===== src/rtl/ping_sequencer.sv =====
// Autonomous ping scheduler: arm, transmit burst, listen window, sample-buffer peak scan,
// then DAC gain nudge, repeated every `period` cycles while `start` is held.
module ping_sequencer #(
    parameter int                 TX_CYCLES = 40,
    parameter int                 RX_WINDOW = 100,
    parameter int                 DEPTH     = 128,
    parameter int                 ADDR_W    = 7,
    parameter int                 DATA_W    = 25,
    parameter int                 PERIOD_W  = 20,
    parameter logic [DATA_W-1:0]  PEAK_HI   = DATA_W'('h0C0000),
    parameter logic [DATA_W-1:0]  PEAK_LO   = DATA_W'('h040000),
    parameter logic [7:0]         STEP      = 8'h01
) (
    input  logic                clk,
    input  logic                rst_n,
    input  logic                start,
    input  logic [PERIOD_W-1:0] period,
    output logic                valid_o,
    output logic                on_o,
    output logic                off_o,
    output logic                send_en_o,
    output logic                rec_en_o,
    output logic                inc_o,
    output logic                dec_o,
    output logic [7:0]          amount_o,
    output logic                rd_en,
    output logic [ADDR_W-1:0]   read_add,
    input  logic [DATA_W-1:0]   read_data,
    output logic [DATA_W-1:0]   peak,
    output logic [ADDR_W-1:0]   peak_idx,
    output logic                ping_done,
    output logic                busy
);

    typedef enum logic [2:0] {
        S_IDLE, S_ARM, S_TX, S_LISTEN, S_SCAN, S_ADJUST, S_WAIT, S_OFF
    } state_t;

    localparam logic [PERIOD_W-1:0] ONE       = PERIOD_W'(1);
    localparam logic [PERIOD_W-1:0] TX_LAST   = PERIOD_W'(TX_CYCLES - 1);
    localparam logic [PERIOD_W-1:0] RX_LAST   = PERIOD_W'(RX_WINDOW - 1);
    localparam logic [PERIOD_W-1:0] SCAN_LAST = PERIOD_W'(DEPTH);
    localparam logic [PERIOD_W-1:0] SCAN_RD   = PERIOD_W'(DEPTH);
    localparam logic [PERIOD_W-1:0] PING_LEN  = PERIOD_W'(TX_CYCLES + RX_WINDOW + DEPTH + 3);

    // Gain decision on the final peak: {dec, inc}; the two are mutually exclusive by construction.
    function automatic logic [1:0] gain_cmd(input logic [DATA_W-1:0] pk);
        if (pk > PEAK_HI)
            return 2'b10;
        else if (pk < PEAK_LO)
            return 2'b01;
        else
            return 2'b00;
    endfunction

    state_t              state, state_nxt;
    logic [PERIOD_W-1:0] cnt, cnt_nxt;
    logic [PERIOD_W-1:0] period_q;
    logic [PERIOD_W-1:0] wait_last;
    logic                start_q;

    logic                vld_p1;
    logic [ADDR_W-1:0]   addr_p1;
    logic [DATA_W-1:0]   max_run;
    logic [ADDR_W-1:0]   max_idx;
    logic [DATA_W-1:0]   max_final;
    logic [ADDR_W-1:0]   idx_final;
    logic                scan_exit;

    logic                valid_n, on_n, off_n, send_n, rec_n, inc_n, dec_n;
    logic                rd_en_n, done_n, busy_n;
    logic [7:0]          amount_n;
    logic [ADDR_W-1:0]   read_add_n;

    assign wait_last = (period_q > PING_LEN) ? (period_q - PING_LEN - ONE) : '0;
    assign scan_exit = (state == S_SCAN) && (state_nxt == S_ADJUST);

    always_ff @(posedge clk or negedge rst_n) begin
        if (!rst_n) begin
            state    <= S_IDLE;
            cnt      <= '0;
            period_q <= '0;
            start_q  <= 1'b0;
        end else begin
            state   <= state_nxt;
            cnt     <= cnt_nxt;
            start_q <= start;
            if (state == S_ARM)
                period_q <= period;
        end
    end

    always_comb begin
        state_nxt = state;
        cnt_nxt   = cnt + ONE;
        case (state)
            S_IDLE: begin
                cnt_nxt = '0;
                if (start_q)
                    state_nxt = S_ARM;
            end
            S_ARM: begin
                cnt_nxt   = '0;
                state_nxt = S_TX;
            end
            S_TX: begin
                if (cnt == TX_LAST) begin
                    cnt_nxt   = '0;
                    state_nxt = S_LISTEN;
                end
            end
            S_LISTEN: begin
                if (cnt == RX_LAST) begin
                    cnt_nxt   = '0;
                    state_nxt = S_SCAN;
                end
            end
            S_SCAN: begin
                if (cnt == SCAN_LAST) begin
                    cnt_nxt   = '0;
                    state_nxt = S_ADJUST;
                end
            end
            S_ADJUST: begin
                cnt_nxt   = '0;
                state_nxt = S_WAIT;
            end
            S_WAIT: begin
                if (cnt == wait_last) begin
                    cnt_nxt   = '0;
                    state_nxt = start_q ? S_ARM : S_OFF;
                end
            end
            S_OFF: begin
                cnt_nxt   = '0;
                state_nxt = S_IDLE;
            end
            default: begin
                cnt_nxt   = '0;
                state_nxt = S_IDLE;
            end
        endcase
    end

    // Stage p1: sample returned for the address issued one cycle earlier; strict '>' keeps lowest index on ties.
    always_ff @(posedge clk or negedge rst_n) begin
        if (!rst_n)
            vld_p1 <= 1'b0;
        else
            vld_p1 <= rd_en;
    end

    always_ff @(posedge clk) begin
        addr_p1 <= read_add;
        if (state == S_ARM) begin
            max_run <= '0;
            max_idx <= '0;
        end else begin
            max_run <= max_final;
            max_idx <= idx_final;
        end
    end

    always_comb begin
        max_final = max_run;
        idx_final = max_idx;
        if (vld_p1 && (read_data > max_run)) begin
            max_final = read_data;
            idx_final = addr_p1;
        end
    end

    // Outputs are decoded from the upcoming state so every command register flips exactly at a state boundary.
    always_comb begin
        valid_n    = 1'b0;
        on_n       = 1'b0;
        off_n      = 1'b0;
        send_n     = 1'b0;
        rec_n      = 1'b0;
        inc_n      = 1'b0;
        dec_n      = 1'b0;
        rd_en_n    = 1'b0;
        done_n     = 1'b0;
        amount_n   = '0;
        read_add_n = '0;
        case (state_nxt)
            S_ARM: begin
                valid_n = 1'b1;
                on_n    = 1'b1;
            end
            S_TX: begin
                valid_n = 1'b1;
                send_n  = 1'b1;
            end
            S_LISTEN: begin
                valid_n = 1'b1;
                rec_n   = 1'b1;
            end
            S_SCAN: begin
                if (cnt_nxt < SCAN_RD) begin
                    rd_en_n    = 1'b1;
                    read_add_n = cnt_nxt[ADDR_W-1:0];
                end
            end
            S_ADJUST: begin
                valid_n        = 1'b1;
                done_n         = 1'b1;
                {dec_n, inc_n} = gain_cmd(max_final);
                if (dec_n || inc_n)
                    amount_n = STEP;
            end
            S_OFF: off_n = 1'b1;
            default: ;
        endcase
        busy_n = (state_nxt != S_IDLE);
    end

    always_ff @(posedge clk or negedge rst_n) begin
        if (!rst_n) begin
            valid_o   <= 1'b0;
            on_o      <= 1'b0;
            off_o     <= 1'b0;
            send_en_o <= 1'b0;
            rec_en_o  <= 1'b0;
            inc_o     <= 1'b0;
            dec_o     <= 1'b0;
            amount_o  <= '0;
            rd_en     <= 1'b0;
            read_add  <= '0;
            ping_done <= 1'b0;
            busy      <= 1'b0;
            peak      <= '0;
            peak_idx  <= '0;
        end else begin
            valid_o   <= valid_n;
            on_o      <= on_n;
            off_o     <= off_n;
            send_en_o <= send_n;
            rec_en_o  <= rec_n;
            inc_o     <= inc_n;
            dec_o     <= dec_n;
            amount_o  <= amount_n;
            rd_en     <= rd_en_n;
            read_add  <= read_add_n;
            ping_done <= done_n;
            busy      <= busy_n;
            if (scan_exit) begin
                peak     <= max_final;
                peak_idx <= idx_final;
            end
        end
    end

endmodule

===== config.mk =====
export PLATFORM = sky130hd
export DESIGN_NAME = ping_sequencer
export DESIGN_NICKNAME = d
export VERILOG_FILES = /design/src/rtl/ping_sequencer.sv
export SDC_FILE = /design/constraint.sdc
export NUM_CORES = 1
export LEC_CHECK = 0
export BUFFER_PORTS_ARGS = -buffer_cell sky130_fd_sc_hd__buf_2
export CAP_MARGIN = 10
export CORE_MARGIN = 5
export CORE_UTILIZATION = 45
export CTS_CLUSTER_SIZE = 20
export DETAILED_ROUTE_END_ITERATION = 12
export HOLD_SLACK_MARGIN = 0.12
export PLACE_DENSITY = 0.7
export SYNTH_ARGS = -nofsm -noshare
export SYNTH_HDL_FRONTEND = slang
export SYNTH_SLANG_ARGS = --single-unit
export TNS_END_PERCENT = 10

===== constraint.sdc =====
create_clock -name clk -period 3.2 [get_ports clk]
set_input_delay 0.32 -clock clk [delete_from_list [all_inputs] [get_ports clk]]
set_output_delay 0.32 -clock clk [all_outputs]
set_load 0.005 [all_outputs]

==> key figures <==
Setup path
  • Critical Path RT: around 3.5 ns
  • Setup CP Type: reg -> reg
  • R2R Setup Slk: ~0.036 ns
  • Max FO, Critical Path: 12
  • Startpoint class of the critical path: flop
  • R2r startpoint: period_q[4]
  • Worst Setup SP: period_q[4]
  • Cells on worst reg2reg path: 13
  • Crit. End Element: flop
  • Worst Path Arrival: between 3 and 4 ns

Synthesis
  • Synthesized area: 6959 um2
  • Post-Synthesis Cells: 740
  • Number of synthesis warnings: 0
  • Primary FF master, synth: dfrtp_1
  • Syn Area/Cell: around 9.4 um2
  • Netlist cell types: 62
  • Seq/Total Area, Yosys: 0.4538
  • Seq cells post-synth: around 130
  • Post-synth ARST share: 0.7090
  • Post-synth EDFFs: 0

Floorplan
  • IO Pins: around 110
  • Die Span X: approximately 130 um
  • Die area: between 15,000 and 20,000 um2
  • Initial Util: 0.4578
  • Row cnt: 45
  • Die height: 134.4 um
  • CORE AREA: 15,200 um2

Global route
  • Gr usage total: 0.1874
  • First-pass GRT wire length: about 27,000 um
  • Total gr overflow: 0
  • Largest net degree at the start of global routing: 50
  • Number of global-route vias before repair: ~5,600
  • Antenna violations before repair: 0

Timing
  • Fin. Hold Viols: 0
  • Fin crit period: 3.164 ns
  • Min setup slack post-route: between 0.03 and 0.04 ns
  • RSZ-0062 raised after global routing: true
  • Actual transition at the worst max-transition pin: about 0.65 ns
  • Clock Skew: between 0.01 and 0.015 ns
  • Fin Hold WS: 0.1377 ns
  • Max Clock Freq: roughly 0.32 GHz
  • Fin crit share: 0.9888
  • Slew HR: 0.5647
  • # setup viols final: 0
  • Final Max Slew Viols: 0

CTS
  • CTS tree: done
  • Clk sink count: 134
  • CTS Buf Count: 17
  • CTS root buf: clkbuf_16
  • Worst skew pair latency: 0.42 ns
  • CTS Buffer Depth: 2
  • H-tree depth: 4
  • Worst-path clk slew: 0.06 ns

Final layout
  • Final core utilization: 0.5651
  • Layout area overhead: 23.44%
  • Final net count: approximately 930
  • Share of cells above drive strength 1: 0.2480
  • Diode count: 0
  • Leading cell type in the layout, fill and taps excluded: nor2_1
  • Most frequent cells in the layout: nor2_1 (120), buf_2 (96), dfrtp_1 (95)
  • Design area: roughly 8600 um2

Min path
  • HP Class: in -> reg
  • Hold path startpoint: period[11]
  • Worst Hold Depth: 2

Power and ir drop
  • VDD IR-drop max: ~0.00038 V
  • Sequential group share of total power: 0.408
  • Pint: approximately 3.3 mW
  • Clock power share: 0.381
  • NetSw: approximately 1.5 mW
  • Switch share: 0.3029
  • Leakage power: 3.556 nW
  • Combinational power share: 0.211
  • Pwr Density: roughly 560 nW/um2

Route
  • # DRC: 0
  • WL final: 16,720 um
  • Drt pass-1 iters: 5
  • Initial DRC count: between 400 and 500
  • WL/cell: approximately 16 um
  • Vias/cell: between 5 and 6
  • Via count: 5,722
  • Antenna viol nets, final: 0

Placement
  • Post-DP Area: ~7700 um2
  • HPWL Detailed: between 10,000 and 15,000 um
  • Worst slack, placed: -0.003459 ns
  • Port Buffers: 97
  • RePlAce Congestion: roughly 0.86

Run
  • Max Cap Viol: 0

Status
  • Outcome: complete, no violations
-- worst max-delay path: stages, from the launching register on --
cell,delay (ns)
dfrtp_1,0.40
inv_2,0.08
ha_4,0.13
or3b_4,0.42
buf_6,0.15
a211oi_4,0.23
xor2_1,0.24
and4_1,0.23
o21ai_1,0.09
a211oi_2,0.31
nand4_4,0.19
a31oi_4,0.31
clkbuf_16,0.22
nor2_1,0.05
-- stage by stage --
stage / power, mW / std cells / setup TNS [ns]
floorplan: 2.520 / 746 / 0
global placement: 2.808 / 1006 / 0
detailed placement: 2.826 / 1006 / -0.007789
CTS: 4.681 / 1045 / 0
global route: 5.014 / 1051 / -2.446
finish: 4.794 / 1051 / 0
-- path summary, 6_finish.rpt --
check                          endpoint
hold / removal             period_q[11]
max in group asynchronous        cnt[1]
setup / recovery                 cnt[0]
min in group asynchronous     ping_done
setup reg to reg                 cnt[0]
hold reg to reg                  vld_p1
-- cell families after synthesis --
logic type / after synthesis / synth area share
other: 1 / 0.0005389
AO/OA/AOI/OAI: 122 / 0.1183
AND/OR/NAND/NOR: 265 / 0.1837
multiplexers: 53 / 0.07929
XOR/XNOR: 44 / 0.05735
buffers and inverters: 92 / 0.05484
adder cells (fa/ha/maj): 29 / 0.05214
flip-flops: 134 / 0.4538
-- flip-flops by register name, summed over array words and instances (netlist names), 7 cells and up --
name and flops:
max_run 25, peak 25, cnt 20, period_q 20, addr_p1 7, max_idx 7, peak_idx 7, read_add 7
-- layout make-up --
class	count	area, um2
Clock buffer	17	425.4
Clock inverter	15	130.1
Fill cell	1355	6611
Inverter	39	146.4
Multi-Input combinational cell	520	3598
Sequential cell	134	3158
Tap cell	188	235.2
Timing Repair Buffer	138	897.1
-- per-layer routing --
metal / part of all wire / wire length, um / track usage / vias to the layer above
met5: 0 / 0 / 0 / -
met4: 0.013 / 213 / 0.05430 / 0
met3: 0.049 / 819 / 0.04726 / 22
met2: 0.49 / 8232 / 0.3128 / 154
met1: 0.45 / 7451 / 0.2416 / 2752
li1: - / - / - / 2794
-- timing repair --
action                     CTS  global route
cloned                       0             2
buffers inserted             0             4
hold endpoints to repair    53             0
hold buffers                 7             0
setup endpoints to repair   28            31
resized for setup            2            25
pin swaps                    2            15
-- power groups by stage --
stage / Clock, mW / Sequential [mW] / Combinational, mW
global route: 1.94 / 1.97 / 1.10
global placement: 0 / 1.97 / 0.838
CTS: 1.87 / 1.94 / 0.872
floorplan: 0 / 1.89 / 0.628
finish: 1.83 / 1.95 / 1.01
detailed placement: 0 / 1.97 / 0.857
-- cell usage after synthesis, drive strengths merged (5+ instances only) --
| master | count | area (um2) |
|---|---|---|
| o22ai | 7 | 43.79 |
| dfxtp | 39 | 780.8 |
| ha | 29 | 362.9 |
| and2 | 5 | 31.28 |
| a21oi | 47 | 235.2 |
| dfrtp | 95 | 2377 |
| nand2 | 29 | 108.9 |
| xnor2 | 24 | 210.2 |
| nand3 | 17 | 85.08 |
| o21ai | 17 | 88.83 |
| nor3 | 20 | 100.1 |
| inv | 39 | 146.4 |
| a31oi | 5 | 46.29 |
| clkbuf | 31 | 116.4 |
| nor2 | 121 | 454.2 |
| mux2 | 17 | 191.4 |
| a22oi | 5 | 37.54 |
| or3 | 5 | 31.28 |
| nor4 | 15 | 93.84 |
| a21o | 10 | 75.07 |
| buf | 22 | 118.9 |
| xor2 | 19 | 166.4 |
| mux2i | 36 | 360.4 |
| nand4 | 15 | 100.1 |
| nand3b | 7 | 52.55 |
| o211ai | 5 | 37.54 |
| and3 | 7 | 43.79 |
(Power assumes the default switching activity.)
